### src/rtl/mmio_bus_ctrl.sv
// mmio_bus_ctrl
//   Single-master MMIO sequencer between the CPU load/store stage and
//   NUM_SLAVES memory-mapped slaves. The block latches one CPU access,
//   broadcasts its address and write data, and strobes exactly one slave
//   through a one-hot read or write vector. It then waits for that slave's
//   done pulse and returns the read data, or an error, to the CPU.
//
// Ports
//   sys_clk, rst             clock; asynchronous active-high reset
//   cpu_req/we/addr/wdata    access request, sampled only while idle
//   cpu_busy                 a transaction is in flight
//   cpu_ready                1-cycle completion pulse
//   cpu_rdata, cpu_err       completion data and status; held until the next completion
//   mmio_addr/write_data     latched address and write data, broadcast to all slaves
//   slv_work                 per-slave address claim, decoded by the slaves from mmio_addr
//   slv_read, slv_write      one-hot strobes
//   slv_done                 per-slave done pulse
//   slv_rdata                slave read data; slave i is at [32*i +: 32]
//   err_count                saturating count of error completions
//
// state  | meaning
// IDLE   | waiting for cpu_req
// DECODE | mmio_addr stable; pick the lowest-index claiming slave
// MISS   | no slave claimed; aligns the error response one cycle later
// WAIT   | strobe held; waiting for the selected done or the timeout
// RESP   | cpu_ready pulse with cpu_rdata/cpu_err
module mmio_bus_ctrl #(
  parameter int NUM_SLAVES = 4,
  parameter int TIMEOUT    = 255,
  parameter int CNT_W      = 8
) (
  input  logic                     sys_clk,
  input  logic                     rst,
  input  logic                     cpu_req,
  input  logic                     cpu_we,
  input  logic [31:0]              cpu_addr,
  input  logic [31:0]              cpu_wdata,
  output logic                     cpu_busy,
  output logic                     cpu_ready,
  output logic [31:0]              cpu_rdata,
  output logic                     cpu_err,
  output logic [31:0]              mmio_addr,
  output logic [31:0]              mmio_write_data,
  input  logic [NUM_SLAVES-1:0]    slv_work,
  output logic [NUM_SLAVES-1:0]    slv_read,
  output logic [NUM_SLAVES-1:0]    slv_write,
  input  logic [NUM_SLAVES-1:0]    slv_done,
  input  logic [32*NUM_SLAVES-1:0] slv_rdata,
  output logic [15:0]              err_count
);

  localparam int SEL_W = (NUM_SLAVES > 1) ? $clog2(NUM_SLAVES) : 1;

  typedef enum logic [2:0] {
    S_IDLE,
    S_DECODE,
    S_MISS,
    S_WAIT,
    S_RESP
  } state_t;

  state_t                  state, state_nxt;
  logic                    we_q;
  logic [SEL_W-1:0]        sel_q, sel_dec;
  logic [NUM_SLAVES-1:0]   sel_onehot;
  logic                    hit;
  logic [CNT_W-1:0]        cnt;
  logic                    cnt_tc;
  logic                    done_sel;
  logic [31:0]             rdata_sel;

  // Lowest claiming index wins, so scan from the top and let lower hits overwrite.
  always_comb begin
    sel_dec = '0;
    for (int i = NUM_SLAVES - 1; i >= 0; i--) begin
      if (slv_work[i]) sel_dec = SEL_W'(i);
    end
  end

  assign hit        = |slv_work;
  assign sel_onehot = NUM_SLAVES'(1) << sel_dec;
  assign done_sel   = slv_done[sel_q];
  assign rdata_sel  = slv_rdata[32*sel_q +: 32];
  // The down-counter is loaded with TIMEOUT-1 on entry to WAIT, so WAIT
  // lasts at most TIMEOUT cycles. cnt_tc marks the last permitted cycle.
  assign cnt_tc     = (cnt == '0);

  always_ff @(posedge sys_clk or posedge rst) begin
    if (rst) state <= S_IDLE;
    else     state <= state_nxt;
  end

  always_comb begin
    state_nxt = state;
    cpu_busy  = 1'b1;
    cpu_ready = 1'b0;
    case (state)
      S_IDLE: begin
        cpu_busy = 1'b0;
        if (cpu_req) state_nxt = S_DECODE;
      end
      S_DECODE: state_nxt = hit ? S_WAIT : S_MISS;
      S_MISS:   state_nxt = S_RESP;
      S_WAIT:   if (done_sel || cnt_tc) state_nxt = S_RESP;
      S_RESP: begin
        cpu_ready = 1'b1;
        state_nxt = S_IDLE;
      end
      default: state_nxt = S_IDLE;
    endcase
  end

  always_ff @(posedge sys_clk or posedge rst) begin
    if (rst) begin
      we_q            <= 1'b0;
      sel_q           <= '0;
      cnt             <= '0;
      mmio_addr       <= '0;
      mmio_write_data <= '0;
      slv_read        <= '0;
      slv_write       <= '0;
      cpu_rdata       <= '0;
      cpu_err         <= 1'b0;
      err_count       <= '0;
    end else begin
      case (state)
        S_IDLE: begin
          if (cpu_req) begin
            we_q            <= cpu_we;
            mmio_addr       <= cpu_addr;
            mmio_write_data <= cpu_wdata;
          end
        end
        S_DECODE: begin
          if (hit) begin
            sel_q <= sel_dec;
            cnt   <= CNT_W'(TIMEOUT - 1);
            if (we_q) slv_write <= sel_onehot;
            else      slv_read  <= sel_onehot;
          end
        end
        S_MISS: begin
          cpu_rdata <= '0;
          cpu_err   <= 1'b1;
        end
        S_WAIT: begin
          // A done in the terminal cycle still counts as a successful completion.
          if (done_sel) begin
            slv_read  <= '0;
            slv_write <= '0;
            cpu_rdata <= we_q ? 32'h0 : rdata_sel;
            cpu_err   <= 1'b0;
          end else if (cnt_tc) begin
            slv_read  <= '0;
            slv_write <= '0;
            cpu_rdata <= '0;
            cpu_err   <= 1'b1;
          end else begin
            cnt <= cnt - 1'b1;
          end
        end
        S_RESP: begin
          if (cpu_err && (err_count != 16'hFFFF)) err_count <= err_count + 16'd1;
        end
        default: ;
      endcase
    end
  end

endmodule
### config.mk
export PLATFORM = sky130hd
export DESIGN_NAME = mmio_bus_ctrl
export DESIGN_NICKNAME = d
export VERILOG_FILES = /design/src/rtl/mmio_bus_ctrl.sv
export SDC_FILE = /design/constraint.sdc
export NUM_CORES = 1
export LEC_CHECK = 0
export CAP_MARGIN = 20
export CORE_MARGIN = 3
export CORE_UTILIZATION = 43
export DETAILED_ROUTE_END_ITERATION = 16
export GPL_ROUTABILITY_DRIVEN = 0
export PLACE_DENSITY = 0.86
export REMOVE_ABC_BUFFERS = 1
export SLEW_MARGIN = 20
export SYNTH_ARGS = -nofsm -noshare
export SYNTH_HDL_FRONTEND = slang
export SYNTH_SLANG_ARGS = --single-unit
### constraint.sdc
create_clock -name sys_clk -period 11.1 [get_ports sys_clk]
set_clock_uncertainty 0.05 [all_clocks]
set_input_delay 1.11 -clock sys_clk [delete_from_list [all_inputs] [get_ports sys_clk]]
set_output_delay 1.11 -clock sys_clk [all_outputs]
set_load 0.02 [all_outputs]
### Word level (Yosys, flattened, before mapping)

Index checks and enable logic that the tools add are counted.

* register bits: 135
* bits of input ports: 204
* output and inout port bits: 123

* add/subtract/negate cells: 2
* magnitude comparators: 1
* equal/unequal tests: 13
* shift-type cells: 2
* multiplexer cells: 31
* reduce and logical (&&, ||, !) cells: 15

Operators by type and width (count)
* $shiftx 128x8->32: 1
* $mux 32: 3
* $pmux 32 s2: 1
* $mux 4: 6
* $mux 8: 3
* $add 16x1->16 const B: 1
* $ne 16x16->1 const B: 1
* $pmux 4 s2: 2
* $pmux 8 s2: 1
* $ne 2x2->1 const B: 7
* $pmux 3 s4: 1
* $reduce_and 4->1: 3
* $reduce_and 2->1: 5
* $logic_not 8->1: 1
* $mux 2: 4
* $sub 8x1->8 const B: 1
* $eq 3x2->1 const B: 2
* $mux 1: 6
* $mux 3: 2
* $reduce_bool 2->1: 2
* $reduce_or 4->1: 1
* $shl 1x2->4 const A: 1
* $eq 3x1->1 const B: 1
* $eq 3x3->1 const B: 1
* 7 further kinds: 7

### Longest topological paths before layout

Gate-level depths: netlist of run 1.

* depth after elaboration: 8
* depth in mapped cells: 8
* gate-level depth less buffers: 6

### Worst setup path after synthesis of run 1

Ideal clock, no wire load.

* path kind: input to register
* start: in slv_done[3]
* end: reg cnt[2]
* setup time: 0.092 ns
* data arrival time: 2.473 ns
* data required time: 10.958 ns
* slack: 8.485 ns
* stages: 6
* path buffers: 2
* cells stage by stage: mux4_2 a211o_1 buf_6 and2_4 buf_6 o31ai_2

* word-level cells in the longest chain between the ends: 4

RTL lines
* start, declared: line 47 `input logic [NUM_SLAVES-1:0] slv_done,`
* $bmux 1 s2: line 82 `assign done_sel = slv_done[sel_q];`
* $mux 1 (not written as such): line 82
* $ne 2x2->1 (no source line)
* $reduce_and 4->1 (no source line)
* end signal, assigned: line 137 `cnt <= CNT_W'(TIMEOUT - 1);`
* end signal, assigned: line 159 `cnt <= cnt - 1'b1;`
* end, declared: line 67 `logic [CNT_W-1:0] cnt;`

No other way between the ends. The select of a mux whose other input is x is not followed.
A chain may end at the register's enable or synchronous reset.

### Worst setup path in the final report of run 1

* start: reg state[0]
* end: out cpu_ready

* word-level cells in the longest chain between the ends: 2

RTL lines
* start, declared: line 62 `state_t state, state_nxt;`
* start signal, assigned: line 90 `else state <= state_nxt;`
* $eq 3x3->1: line 97 `case (state)`
* $mux 1: line 97
* end, declared: line 39 `output logic cpu_ready,`

No other way between the ends.

==> metrics.txt, run 1 <==
# TYPE chip_impl_metric gauge
chip_impl_info{name="mostFrequentLayoutCell",value="sky130_fd_sc_hd__clkdlybuf4s50_1"} 1
chip_impl_metric{name="worst_hold_slack",unit="ps"} 432
chip_impl_metric{name="ff2ff_path_depth",unit=""} 5
chip_impl_metric{name="grt_max_degree",unit=""} 76
chip_impl_metric{name="placement.io_buffers",unit=""} 326
chip_impl_metric{name="wl",unit="um"} 20500
chip_impl_metric{name="die_h",unit="um"} 127
chip_impl_metric{name="crit_arrival",unit="ps"} 2160
chip_impl_metric{name="max-vdd-ir-drop",unit="uV"} 142
chip_impl_info{name="clock_tree.root_cell",value="sky130_fd_sc_hd__clkbuf_16"} 1
chip_impl_metric{name="final-hold-violation-count",unit=""} 0
chip_impl_info{name="most-common-layout-cells",value="sky130_fd_sc_hd__clkdlybuf4s50_1, sky130_fd_sc_hd__dfrtp_1, sky130_fd_sc_hd__mux2_1"} 1
chip_impl_metric{name="worst-endpoint-required",unit="ps"} 9940
chip_impl_metric{name="seq_area_frac_synth",unit=""} 0.540
chip_impl_metric{name="fillers",unit=""} 939
chip_impl_metric{name="drt.antenna.violating_nets",unit=""} 0
chip_impl_metric{name="grt_antenna_before_repair",unit=""} 6
chip_impl_metric{name="cp_max_fo",unit=""} 9
chip_impl_metric{name="cts_made_buffers",unit=""} 17
chip_impl_metric{name="postCtsSetupBuffers",unit=""} 0
chip_impl_metric{name="core_area",unit="um2"} 14000
chip_impl_metric{name="synth_warn",unit=""} 0
chip_impl_metric{name="setup_viol",unit=""} 0
chip_impl_metric{name="worst_tran_pin_value",unit="ps"} 908
chip_impl_metric{name="cts_hold_repair.buffers",unit=""} 0
chip_impl_metric{name="drive_gt1_frac",unit=""} 0.115
chip_impl_metric{name="effective_utilization_at_floorplan",unit=""} 0.445
chip_impl_metric{name="final_min_period_over_clock_period",unit=""} 0.299
chip_impl_metric{name="dpl_worst_slack",unit="ps"} 7470
chip_impl_metric{name="dp.final_hpwl",unit="um"} 16200
chip_impl_metric{name="drt-initial-drc-count",unit=""} 275
chip_impl_metric{name="first_pass_grt_wire_length",unit="um"} 31300
chip_impl_metric{name="placement_rows",unit=""} 43
chip_impl_metric{name="design.portCount",unit=""} 327
chip_impl_metric{name="ff2ff_setup_slack",unit="ps"} 8390
chip_impl_info{name="ys.flop_type",value="sky130_fd_sc_hd__dfrtp_1"} 1
chip_impl_metric{name="syn_area",unit="um2"} 6250
chip_impl_metric{name="layout-area-overhead-vs-synth",unit="%"} 64.2
chip_impl_metric{name="netlist.area_leader.share",unit=""} 0.540
chip_impl_info{name="yosysTopAreaCell",value="sky130_fd_sc_hd__dfrtp_1"} 1
chip_impl_metric{name="ys_ff_latch",unit=""} 135
chip_impl_metric{name="relSlewSlack",unit=""} 0.395
chip_impl_metric{name="grt_util_all_layers",unit=""} 0.254
chip_impl_metric{name="first_global_vias",unit=""} 5602
chip_impl_metric{name="fin_ws",unit="ps"} 7780
chip_impl_metric{name="power.leakage",unit="nW"} 4.24
chip_impl_metric{name="numClockSinks",unit=""} 135
chip_impl_metric{name="globalRouteOverflowTotal",unit=""} 0
chip_impl_info{name="synth.top_cells.by_area",value="sky130_fd_sc_hd__dfrtp_1, sky130_fd_sc_hd__mux2_1, sky130_fd_sc_hd__mux4_2, sky130_fd_sc_hd__a22o_1, sky130_fd_sc_hd__xor2_1"} 1
chip_impl_metric{name="min_path_cells",unit=""} 1
chip_impl_info{name="critical_path.reg2reg.endpoint",value="cpu_rdata[25]"} 1
chip_impl_metric{name="chipWidth",unit="um"} 127
chip_impl_info{name="rsz0062_at_grt",value="false"} 1
chip_impl_metric{name="met2_length",unit="um"} 10900
chip_impl_metric{name="period_needed",unit="ps"} 3320
chip_impl_metric{name="synth.distinct_cells",unit=""} 53
chip_impl_info{name="critical_path.startpoint_type",value="register"} 1
chip_impl_metric{name="htreeDepth",unit=""} 4
chip_impl_metric{name="multi_input_comb_area",unit="um2"} 2700
chip_impl_metric{name="avgViaCountPerCell",unit=""} 5.34
chip_impl_info{name="worstSetupEndpointType",value="output pin"} 1
chip_impl_metric{name="placed_cell_area",unit="um2"} 9650
chip_impl_metric{name="report.power.total",unit="mW"} 2.74
chip_impl_info{name="hold_path_class",value="register to register"} 1
chip_impl_metric{name="routed_wire_length_per_instance",unit="um"} 21.5
chip_impl_metric{name="dr_wl_met3",unit="um"} 1820
chip_impl_metric{name="final_design_area_no_fill",unit="um2"} 10300
chip_impl_metric{name="design.die.area",unit="um2"} 16000
chip_impl_info{name="holdCritStartpoint",value="mmio_write_data[22]"} 1
chip_impl_metric{name="post_synth_edffs",unit=""} 0
chip_impl_metric{name="timing_max_transition_violations_final",unit=""} 0
chip_impl_metric{name="clkSlewWorstSetupHoldPaths",unit="ps"} 60
chip_impl_info{name="cts_tree",value="yes"} 1
chip_impl_metric{name="ctsResizeCount",unit=""} 0
chip_impl_metric{name="register_area",unit="um2"} 3380
chip_impl_metric{name="detailedRoute.firstPassIterationCount",unit=""} 4
chip_impl_metric{name="post-place-cells",unit=""} 914
chip_impl_info{name="outcome",value="finished, final reports clean"} 1
chip_impl_metric{name="clkLatencyLatePin",unit="ps"} 400
chip_impl_metric{name="cts_max_path_buffers",unit=""} 2
chip_impl_metric{name="drv.max_cap_violation_count",unit=""} 0
chip_impl_metric{name="detailroute.via_count",unit=""} 5088
chip_impl_metric{name="final.setup.tns",unit="ps"} 0
chip_impl_info{name="critPathKind",value="register to output pin"} 1
chip_impl_metric{name="post-route-drc-count",unit=""} 0
chip_impl_metric{name="route.layer.met1.wl",unit="um"} 7080
chip_impl_metric{name="final-instance-count-excl-fill",unit=""} 952
chip_impl_metric{name="post-route-util",unit=""} 0.731
chip_impl_metric{name="max_freq",unit="MHz"} 302
chip_impl_metric{name="num-nets-final",unit=""} 960
chip_impl_metric{name="syn_inst",unit=""} 430
chip_impl_info{name="top_layer",value="met4"} 1
chip_impl_metric{name="power_per_unit_of_standard_cell_area",unit="nW/um2"} 267
chip_impl_metric{name="async_reset_ff_frac",unit=""} 1.00
chip_impl_info{name="min_delay_worst_endpoint",value="mmio_write_data[22]"} 1
chip_impl_metric{name="synth_area_per_cell",unit="um2"} 14.5
chip_impl_info{name="r2r_start",value="sel_q[0]"} 1
-- metal layers --
| layer | track usage | vias up |
|---|---|---|
| li1 | - | 2304 |
| met1 | 0.275 | 2497 |
| met2 | 0.452 | 255 |
| met3 | 0.0863 | 32 |
| met4 | 0.107 | 0 |
| met5 | 0 | - |
-- registers in the layout, indices dropped and copies added (netlist names) --
| register | cells |
|---|---|
| cpu_err | 1 |
| cpu_rdata | 32 |
| slv_write | 4 |
| err_count | 16 |
| state | 3 |
| mmio_write_data | 32 |
| slv_read | 4 |
| we_q | 1 |
| sel_q | 2 |
| cnt | 8 |
| mmio_addr | 32 |
-- how the worst max path moves through the flow --
stage,slack [ps],cells after the start,startpoint,end
final,7780,2,state[0],cpu_ready
after floorplan,6330,1,rst,cnt[0]
after CTS,7760,2,state[0],cpu_ready
after global routing,7730,2,state[0],cpu_ready
after global placement,7580,5,slv_done[3],cpu_rdata[16]
after detailed placement,7470,5,slv_done[0],cpu_rdata[16]
-- synth_stat cells (all sizes together), types with 5 or more instances --
master and instances:
nor4 8, mux2 72, a22o 32, nand3 6
buf 15, dfrtp 135, nand2 10, nand4 5
mux4 33, clkbuf 11, nor2 11, nor3 10
inv 12, xor2 13, o21ai 7
-- power by group --
group          total (mW)  switching [mW]  internal, mW  leakage, nW
combinational        1.32           0.633         0.689         2.27
sequential          0.849           0.142         0.707         1.68
clock               0.568           0.213         0.355        0.291
-- cell families after synthesis --
| group | Yosys count | synth area share |
|---|---|---|
| multiplexers | 108 | 0.255 |
| adder cells (fa/ha/maj) | 3 | 0.00600 |
| AND/OR/NAND/NOR | 68 | 0.0632 |
| flip-flops | 135 | 0.540 |
| buffers and inverters | 39 | 0.0296 |
| AO/OA/AOI/OAI | 63 | 0.0861 |
| XOR/XNOR | 14 | 0.0196 |
-- area by class of cell --
type,instances,share of cell area
diodes,6,0.00146
clock buffers,18,0.0418
clock inverters,14,0.0168
inverters,13,0.00536
multi-input cells,256,0.263
flip-flops and latches,135,0.329
well taps,180,0.0219
repair buffers,330,0.321
-- worst max-delay path, stage by stage, from the launching register on --
cell and delay, ps:
sky130_fd_sc_hd__dfrtp_1 470, sky130_fd_sc_hd__nor3b_1 560, sky130_fd_sc_hd__clkdlybuf4s50_1 720
(Power assumes the default switching activity.)
==> run 2, diff against run 1 <==
CORE_UTILIZATION = 36   (was 43)
PLACE_DENSITY = 0.77   (was 0.86)
clock period = 2.8 ns   (was 11.1 ns; I/O delays follow)
==> metrics.txt, run 2 (synthesized netlist as in run 1, its figures left out) <==
# TYPE chip_impl_metric gauge
chip_impl_metric{name="first_pass_grt_wire_length",unit="um"} 30400
chip_impl_info{name="crit_path_cell_trace",value="or3_1 > clkdlybuf4s50_1"} 1
chip_impl_metric{name="chipWidth",unit="um"} 138
chip_impl_metric{name="htreeDepth",unit=""} 4
chip_impl_metric{name="drt.antenna.violating_nets",unit=""} 0
chip_impl_metric{name="drv.max_cap_violation_count",unit=""} 0
chip_impl_metric{name="worst_tran_pin_value",unit="ps"} 594
chip_impl_metric{name="critical_path_buf_inv_count",unit=""} 1
chip_impl_metric{name="swShare",unit=""} 0.358
chip_impl_info{name="worstSetupEndpointType",value="output pin"} 1
chip_impl_metric{name="placed_cell_area",unit="um2"} 9760
chip_impl_metric{name="cts_hold_repair.buffers",unit=""} 0
chip_impl_metric{name="power.share.sequential",unit=""} 0.309
chip_impl_metric{name="grt_max_degree",unit=""} 66
chip_impl_metric{name="postCtsSetupBuffers",unit=""} 0
chip_impl_metric{name="clock_power_share",unit=""} 0.212
chip_impl_info{name="largest_registers",value="cpu_rdata: 32 flops, mmio_addr: 32 flops, mmio_write_data: 32 flops"} 1
chip_impl_info{name="critical_path.reg2reg.endpoint",value="cpu_rdata[28]"} 1
chip_impl_info{name="max_stage_delay_cell_worst_path",value="sky130_fd_sc_hd__clkdlybuf4s50_1"} 1
chip_impl_metric{name="drive_gt1_frac",unit=""} 0.118
chip_impl_metric{name="clkSlewWorstSetupHoldPaths",unit="ps"} 60
chip_impl_metric{name="first_global_vias",unit=""} 5465
chip_impl_metric{name="placement.io_buffers",unit=""} 326
chip_impl_metric{name="crit_arrival",unit="ps"} 1960
chip_impl_metric{name="effective_utilization_at_floorplan",unit=""} 0.372
chip_impl_metric{name="layout-area-overhead-vs-synth",unit="%"} 66.3
chip_impl_metric{name="ctsResizeCount",unit=""} 0
chip_impl_metric{name="clkLatencyLatePin",unit="ps"} 400
chip_impl_metric{name="routed_wire_length_per_instance",unit="um"} 20.6
chip_impl_metric{name="final-hold-violation-count",unit=""} 0
chip_impl_metric{name="dp.final_hpwl",unit="um"} 16300
chip_impl_metric{name="final.setup.tns",unit="ps"} 0
chip_impl_info{name="worst_path_dominant_cell_family",value="buffers and inverters"} 1
chip_impl_metric{name="crit_cells",unit=""} 2
chip_impl_metric{name="final_design_area_no_fill",unit="um2"} 10400
chip_impl_metric{name="grt_util_all_layers",unit=""} 0.215
chip_impl_metric{name="relSlewSlack",unit=""} 0.604
chip_impl_metric{name="p_int",unit="mW"} 7.02
chip_impl_metric{name="p_comb_frac",unit=""} 0.479
chip_impl_metric{name="ff2ff_path_depth",unit=""} 4
chip_impl_info{name="cts_tree",value="yes"} 1
chip_impl_metric{name="cp_max_fo",unit=""} 9
chip_impl_info{name="clock_tree.root_cell",value="sky130_fd_sc_hd__clkbuf_16"} 1
chip_impl_metric{name="wl",unit="um"} 20500
chip_impl_info{name="most-common-layout-cells",value="sky130_fd_sc_hd__clkdlybuf4s50_1, sky130_fd_sc_hd__dfrtp_1, sky130_fd_sc_hd__mux2_1"} 1
chip_impl_metric{name="power.leakage",unit="nW"} 4.26
chip_impl_metric{name="num-nets-final",unit=""} 963
chip_impl_metric{name="die_h",unit="um"} 138
chip_impl_info{name="crit_path_end",value="cpu_busy"} 1
chip_impl_metric{name="cts_max_path_buffers",unit=""} 2
chip_impl_info{name="r2r_start",value="state[2]"} 1
chip_impl_metric{name="avgViaCountPerCell",unit=""} 5.11
chip_impl_metric{name="setup_viol",unit=""} 0
chip_impl_metric{name="placement_rows",unit=""} 47
chip_impl_metric{name="post-route-util",unit=""} 0.618
chip_impl_metric{name="final_min_period_over_clock_period",unit=""} 0.817
chip_impl_metric{name="grt_antenna_before_repair",unit=""} 7
chip_impl_metric{name="period_needed",unit="ps"} 2290
chip_impl_metric{name="core_area",unit="um2"} 16800
chip_impl_metric{name="power_per_unit_of_standard_cell_area",unit="nW/um2"} 1050
chip_impl_info{name="hold_path_class",value="primary input to async pin"} 1
chip_impl_metric{name="max_freq",unit="MHz"} 437
chip_impl_metric{name="dpl_worst_slack",unit="ps"} 459
chip_impl_info{name="critPathKind",value="register to output pin"} 1
chip_impl_metric{name="post-route-drc-count",unit=""} 0
chip_impl_info{name="critPathLaunch",value="state[0]"} 1
chip_impl_info{name="mostFrequentLayoutCell",value="sky130_fd_sc_hd__clkdlybuf4s50_1"} 1
chip_impl_metric{name="numClockSinks",unit=""} 135
chip_impl_metric{name="cts_made_buffers",unit=""} 17
chip_impl_metric{name="globalRouteOverflowTotal",unit=""} 0
chip_impl_metric{name="detailedRoute.firstPassIterationCount",unit=""} 4
chip_impl_metric{name="worst-endpoint-required",unit="ps"} 2470
chip_impl_metric{name="timing.critical_path.slowest_cell_delay",unit="ps"} 590
chip_impl_info{name="rsz0062_at_grt",value="false"} 1
chip_impl_metric{name="total_switching_power",unit="mW"} 3.92
chip_impl_metric{name="detailroute.via_count",unit=""} 5085
chip_impl_metric{name="max-vdd-ir-drop",unit="uV"} 526
chip_impl_info{name="outcome",value="finished, final reports clean"} 1
chip_impl_metric{name="design.die.area",unit="um2"} 19000
chip_impl_metric{name="drt-initial-drc-count",unit=""} 210
chip_impl_metric{name="ff2ff_setup_slack",unit="ps"} 580
chip_impl_metric{name="fin_ws",unit="ps"} 512
chip_impl_metric{name="design.portCount",unit=""} 327
chip_impl_info{name="critical_path.startpoint_type",value="register"} 1
chip_impl_metric{name="timing_max_transition_violations_final",unit=""} 0
run 2: cell count changes in the layout (fill, tap and decap cells not counted), sizes merged:
| cell | before | now |
|---|---|---|
| buf | 4 | 7 |
| clkbuf | 18 | 19 |
| clkinv | 7 | 2 |
| clkinvlp | 2 | 5 |
| diode | 6 | 7 |
| inv | 15 | 16 |
run 2: worst min path at each step:
stage,from,end,slack [ps],cells after the start
floorplan,cpu_req,state[0],350,2
global placement,mmio_addr[16],mmio_addr[16],420,1
detailed placement,mmio_addr[16],mmio_addr[16],420,1
CTS,rst,mmio_addr[17],270,2
global route,rst,mmio_addr[17],290,2
finish,rst,mmio_addr[17],260,2
run 2: power groups by stage:
stage	Clock (mW)	Combinational (mW)	Sequential, mW
6_report	2.32	5.24	3.38
5_1_grt	2.47	5.59	3.49
4_1_cts	2.37	5.32	3.39
3_5_place_dp	0	5.32	3.40
3_3_place_gp	0	5.22	3.37
2_1_floorplan	0	1.76	4.40
run 2: final cells by class:
class | instances | area [um2]
Multi-Input combinational cell | 256 | 2700
Sequential cell | 135 | 3380
Timing Repair Buffer | 333 | 3350
Antenna cell | 7 | 17.5
Inverter | 13 | 55.1
Clock inverter | 13 | 168
Fill cell | 1306 | 6420
Tap cell | 220 | 275
Clock buffer | 19 | 453
run 2: through the flow:
step | power (mW) | hold WS [ps] | std cells
final | 10.9 | 260 | 996
after global placement | 8.59 | 416 | 957
after global routing | 11.5 | 288 | 996
after floorplan | 6.16 | 352 | 404
after CTS | 11.1 | 267 | 989
after detailed placement | 8.71 | 424 | 957
run 2: layer usage:
layer,share of wire,GRT usage,vias up,wire length [um]
met5,0,0,-,0
met4,0.030,0.0922,0,620
met3,0.10,0.0778,30,2140
met2,0.52,0.384,278,10600
met1,0.35,0.227,2465,7150
li1,-,-,2312,-
run 2: worst register-to-register path: stages, from the launching register on:
cell and delay (ps):
sky130_fd_sc_hd__dfrtp_1 440, sky130_fd_sc_hd__nand3b_1 490, sky130_fd_sc_hd__or3b_1 520, sky130_fd_sc_hd__inv_2 420, sky130_fd_sc_hd__a22o_1 240
==> run 3, diff against run 2 <==
CORE_UTILIZATION = 40   (was 36)
PLACE_DENSITY = 0.81   (was 0.77)
clock period = 2.2 ns   (was 2.8 ns; I/O delays follow)
==> metrics.txt, run 3 (synthesized netlist as in run 1, its figures left out) <==
# TYPE chip_impl_metric gauge
chip_impl_info{name="outcome",value="finished, final reports clean"} 1
chip_impl_metric{name="first_pass_grt_wire_length",unit="um"} 29900
chip_impl_metric{name="final.setup.tns",unit="ps"} 0
chip_impl_info{name="r2r_start",value="state[0]"} 1
chip_impl_info{name="most-common-layout-cells",value="sky130_fd_sc_hd__clkdlybuf4s50_1, sky130_fd_sc_hd__dfrtp_1, sky130_fd_sc_hd__mux2_1"} 1
chip_impl_metric{name="final-hold-violation-count",unit=""} 0
chip_impl_metric{name="grt_util_all_layers",unit=""} 0.233
chip_impl_metric{name="period_needed",unit="ps"} 2160
chip_impl_info{name="largest_registers",value="cpu_rdata: 32 flops, mmio_addr: 32 flops, mmio_write_data: 32 flops"} 1
chip_impl_metric{name="wl",unit="um"} 20400
chip_impl_metric{name="die_h",unit="um"} 131
chip_impl_metric{name="cts_hold_repair.buffers",unit=""} 0
chip_impl_metric{name="worst_hold_slack",unit="ps"} 153
chip_impl_metric{name="layout-area-overhead-vs-synth",unit="%"} 66.8
chip_impl_metric{name="power.leakage",unit="nW"} 4.31
chip_impl_metric{name="timing_max_transition_violations_final",unit=""} 0
chip_impl_info{name="critical_path.startpoint_type",value="register"} 1
chip_impl_metric{name="detailroute.via_count",unit=""} 5061
chip_impl_metric{name="max-vdd-ir-drop",unit="uV"} 729
chip_impl_metric{name="placement.io_buffers",unit=""} 326
chip_impl_metric{name="dp.final_hpwl",unit="um"} 16000
chip_impl_metric{name="placement_rows",unit=""} 45
chip_impl_metric{name="chipWidth",unit="um"} 131
chip_impl_metric{name="diodes",unit=""} 0
chip_impl_metric{name="avgViaCountPerCell",unit=""} 5.14
chip_impl_metric{name="ff2ff_path_depth",unit=""} 4
chip_impl_metric{name="drive_gt1_frac",unit=""} 0.125
chip_impl_metric{name="detailedRoute.firstPassIterationCount",unit=""} 4
chip_impl_metric{name="relSlewSlack",unit=""} 0.632
chip_impl_metric{name="dpl_worst_slack",unit="ps"} 19.3
chip_impl_info{name="top_layer",value="met4"} 1
chip_impl_metric{name="met2_length",unit="um"} 10500
chip_impl_metric{name="cp_max_fo",unit=""} 9
chip_impl_metric{name="drt.antenna.violating_nets",unit=""} 0
chip_impl_metric{name="num-nets-final",unit=""} 969
chip_impl_metric{name="dr_wl_met3",unit="um"} 2010
chip_impl_metric{name="drv.max_cap_violation_count",unit=""} 0
chip_impl_metric{name="grt_max_degree",unit=""} 63
chip_impl_metric{name="design.portCount",unit=""} 327
chip_impl_metric{name="drt-initial-drc-count",unit=""} 200
chip_impl_metric{name="htreeDepth",unit=""} 4
chip_impl_metric{name="design.die.area",unit="um2"} 17200
chip_impl_metric{name="numClockSinks",unit=""} 135
chip_impl_metric{name="globalRouteOverflowTotal",unit=""} 0
chip_impl_metric{name="routed_wire_length_per_instance",unit="um"} 20.7
chip_impl_metric{name="grt_antenna_before_repair",unit=""} 0
chip_impl_info{name="critPathKind",value="register to output pin"} 1
chip_impl_metric{name="swShare",unit=""} 0.363
chip_impl_metric{name="worst_tran_pin_value",unit="ps"} 551
chip_impl_metric{name="postCtsSetupBuffers",unit=""} 0
chip_impl_metric{name="placed_cell_area",unit="um2"} 9820
chip_impl_metric{name="route.layer.met1.wl",unit="um"} 7570
chip_impl_metric{name="clock_power_share",unit=""} 0.199
chip_impl_metric{name="final_min_period_over_clock_period",unit=""} 0.982
chip_impl_info{name="worstSetupEndpointType",value="output pin"} 1
chip_impl_metric{name="worst-endpoint-required",unit="ps"} 1930
chip_impl_info{name="critical_path.reg2reg.endpoint",value="slv_read[3]"} 1
chip_impl_metric{name="power.share.sequential",unit=""} 0.311
chip_impl_info{name="cts_tree",value="yes"} 1
chip_impl_metric{name="final-instance-count-excl-fill",unit=""} 985
chip_impl_metric{name="post-route-drc-count",unit=""} 0
chip_impl_info{name="mostFrequentLayoutCell",value="sky130_fd_sc_hd__clkdlybuf4s50_1"} 1
chip_impl_metric{name="cts_max_path_buffers",unit=""} 2
chip_impl_metric{name="report.power.total",unit="mW"} 13.9
chip_impl_metric{name="max_freq",unit="MHz"} 463
chip_impl_metric{name="setup_viol",unit=""} 0
chip_impl_metric{name="crit_arrival",unit="ps"} 1890
chip_impl_metric{name="cts_made_buffers",unit=""} 17
chip_impl_metric{name="core_area",unit="um2"} 15300
chip_impl_info{name="hold_path_class",value="primary input to async pin"} 1
chip_impl_metric{name="clkSlewWorstSetupHoldPaths",unit="ps"} 60
chip_impl_metric{name="ctsResizeCount",unit=""} 1
chip_impl_metric{name="post-place-cells",unit=""} 954
chip_impl_metric{name="final_design_area_no_fill",unit="um2"} 10400
chip_impl_metric{name="first_global_vias",unit=""} 5375
chip_impl_metric{name="fin_ws",unit="ps"} 40.4
chip_impl_metric{name="p_int",unit="mW"} 8.86
chip_impl_metric{name="p_comb_frac",unit=""} 0.490
chip_impl_metric{name="clkLatencyLatePin",unit="ps"} 410
chip_impl_metric{name="post-route-util",unit=""} 0.683
chip_impl_metric{name="power_per_unit_of_standard_cell_area",unit="nW/um2"} 1330
chip_impl_metric{name="ff2ff_setup_slack",unit="ps"} 60
chip_impl_info{name="clock_tree.root_cell",value="sky130_fd_sc_hd__clkbuf_16"} 1
chip_impl_metric{name="total_switching_power",unit="mW"} 5.05
chip_impl_metric{name="effective_utilization_at_floorplan",unit=""} 0.410
-- run 3: worst max path at each step --
stage / from / endpoint / slack (ps) / cells after the start
after floorplan: state[0] / mmio_addr[0] / -2200 / 3
after global placement: slv_done[3] / slv_write[3] / 60 / 5
after detailed placement: slv_done[3] / slv_read[3] / 20 / 5
after CTS: state[0] / cpu_ready / 20 / 3
after global routing: state[0] / cpu_ready / -20 / 3
final: state[0] / cpu_ready / 40 / 3
-- run 3: power groups by stage --
stage / Combinational, mW / Clock [mW] / Sequential [mW]
6_report: 6.82 / 2.77 / 4.32
3_5_place_dp: 6.87 / 0 / 4.30
3_3_place_gp: 6.72 / 0 / 4.26
2_1_floorplan: 2.24 / 0 / 5.59
4_1_cts: 6.87 / 2.84 / 4.30
5_1_grt: 7.25 / 2.93 / 4.45
-- run 3: critical path: stages (launching register included) --
cell and delay [ps]:
sky130_fd_sc_hd__dfrtp_1 500, sky130_fd_sc_hd__nor3b_2 230, sky130_fd_sc_hd__buf_4 150, sky130_fd_sc_hd__clkdlybuf4s50_1 600
-- run 3: metal layers --
metal	up-vias	track usage
met5	-	0
met3	18	0.0809
met4	0	0.0605
li1	2306	-
met1	2480	0.268
met2	257	0.416
-- run 3: cell type report --
| type | count | area, um2 |
|---|---|---|
| inverters | 13 | 55.1 |
| flip-flops and latches | 135 | 3380 |
| clock buffers | 18 | 429 |
| repair buffers | 339 | 3420 |
| fillers | 1063 | 4830 |
| clock inverters | 13 | 148 |
| well taps | 211 | 264 |
| multi-input cells | 256 | 2730 |
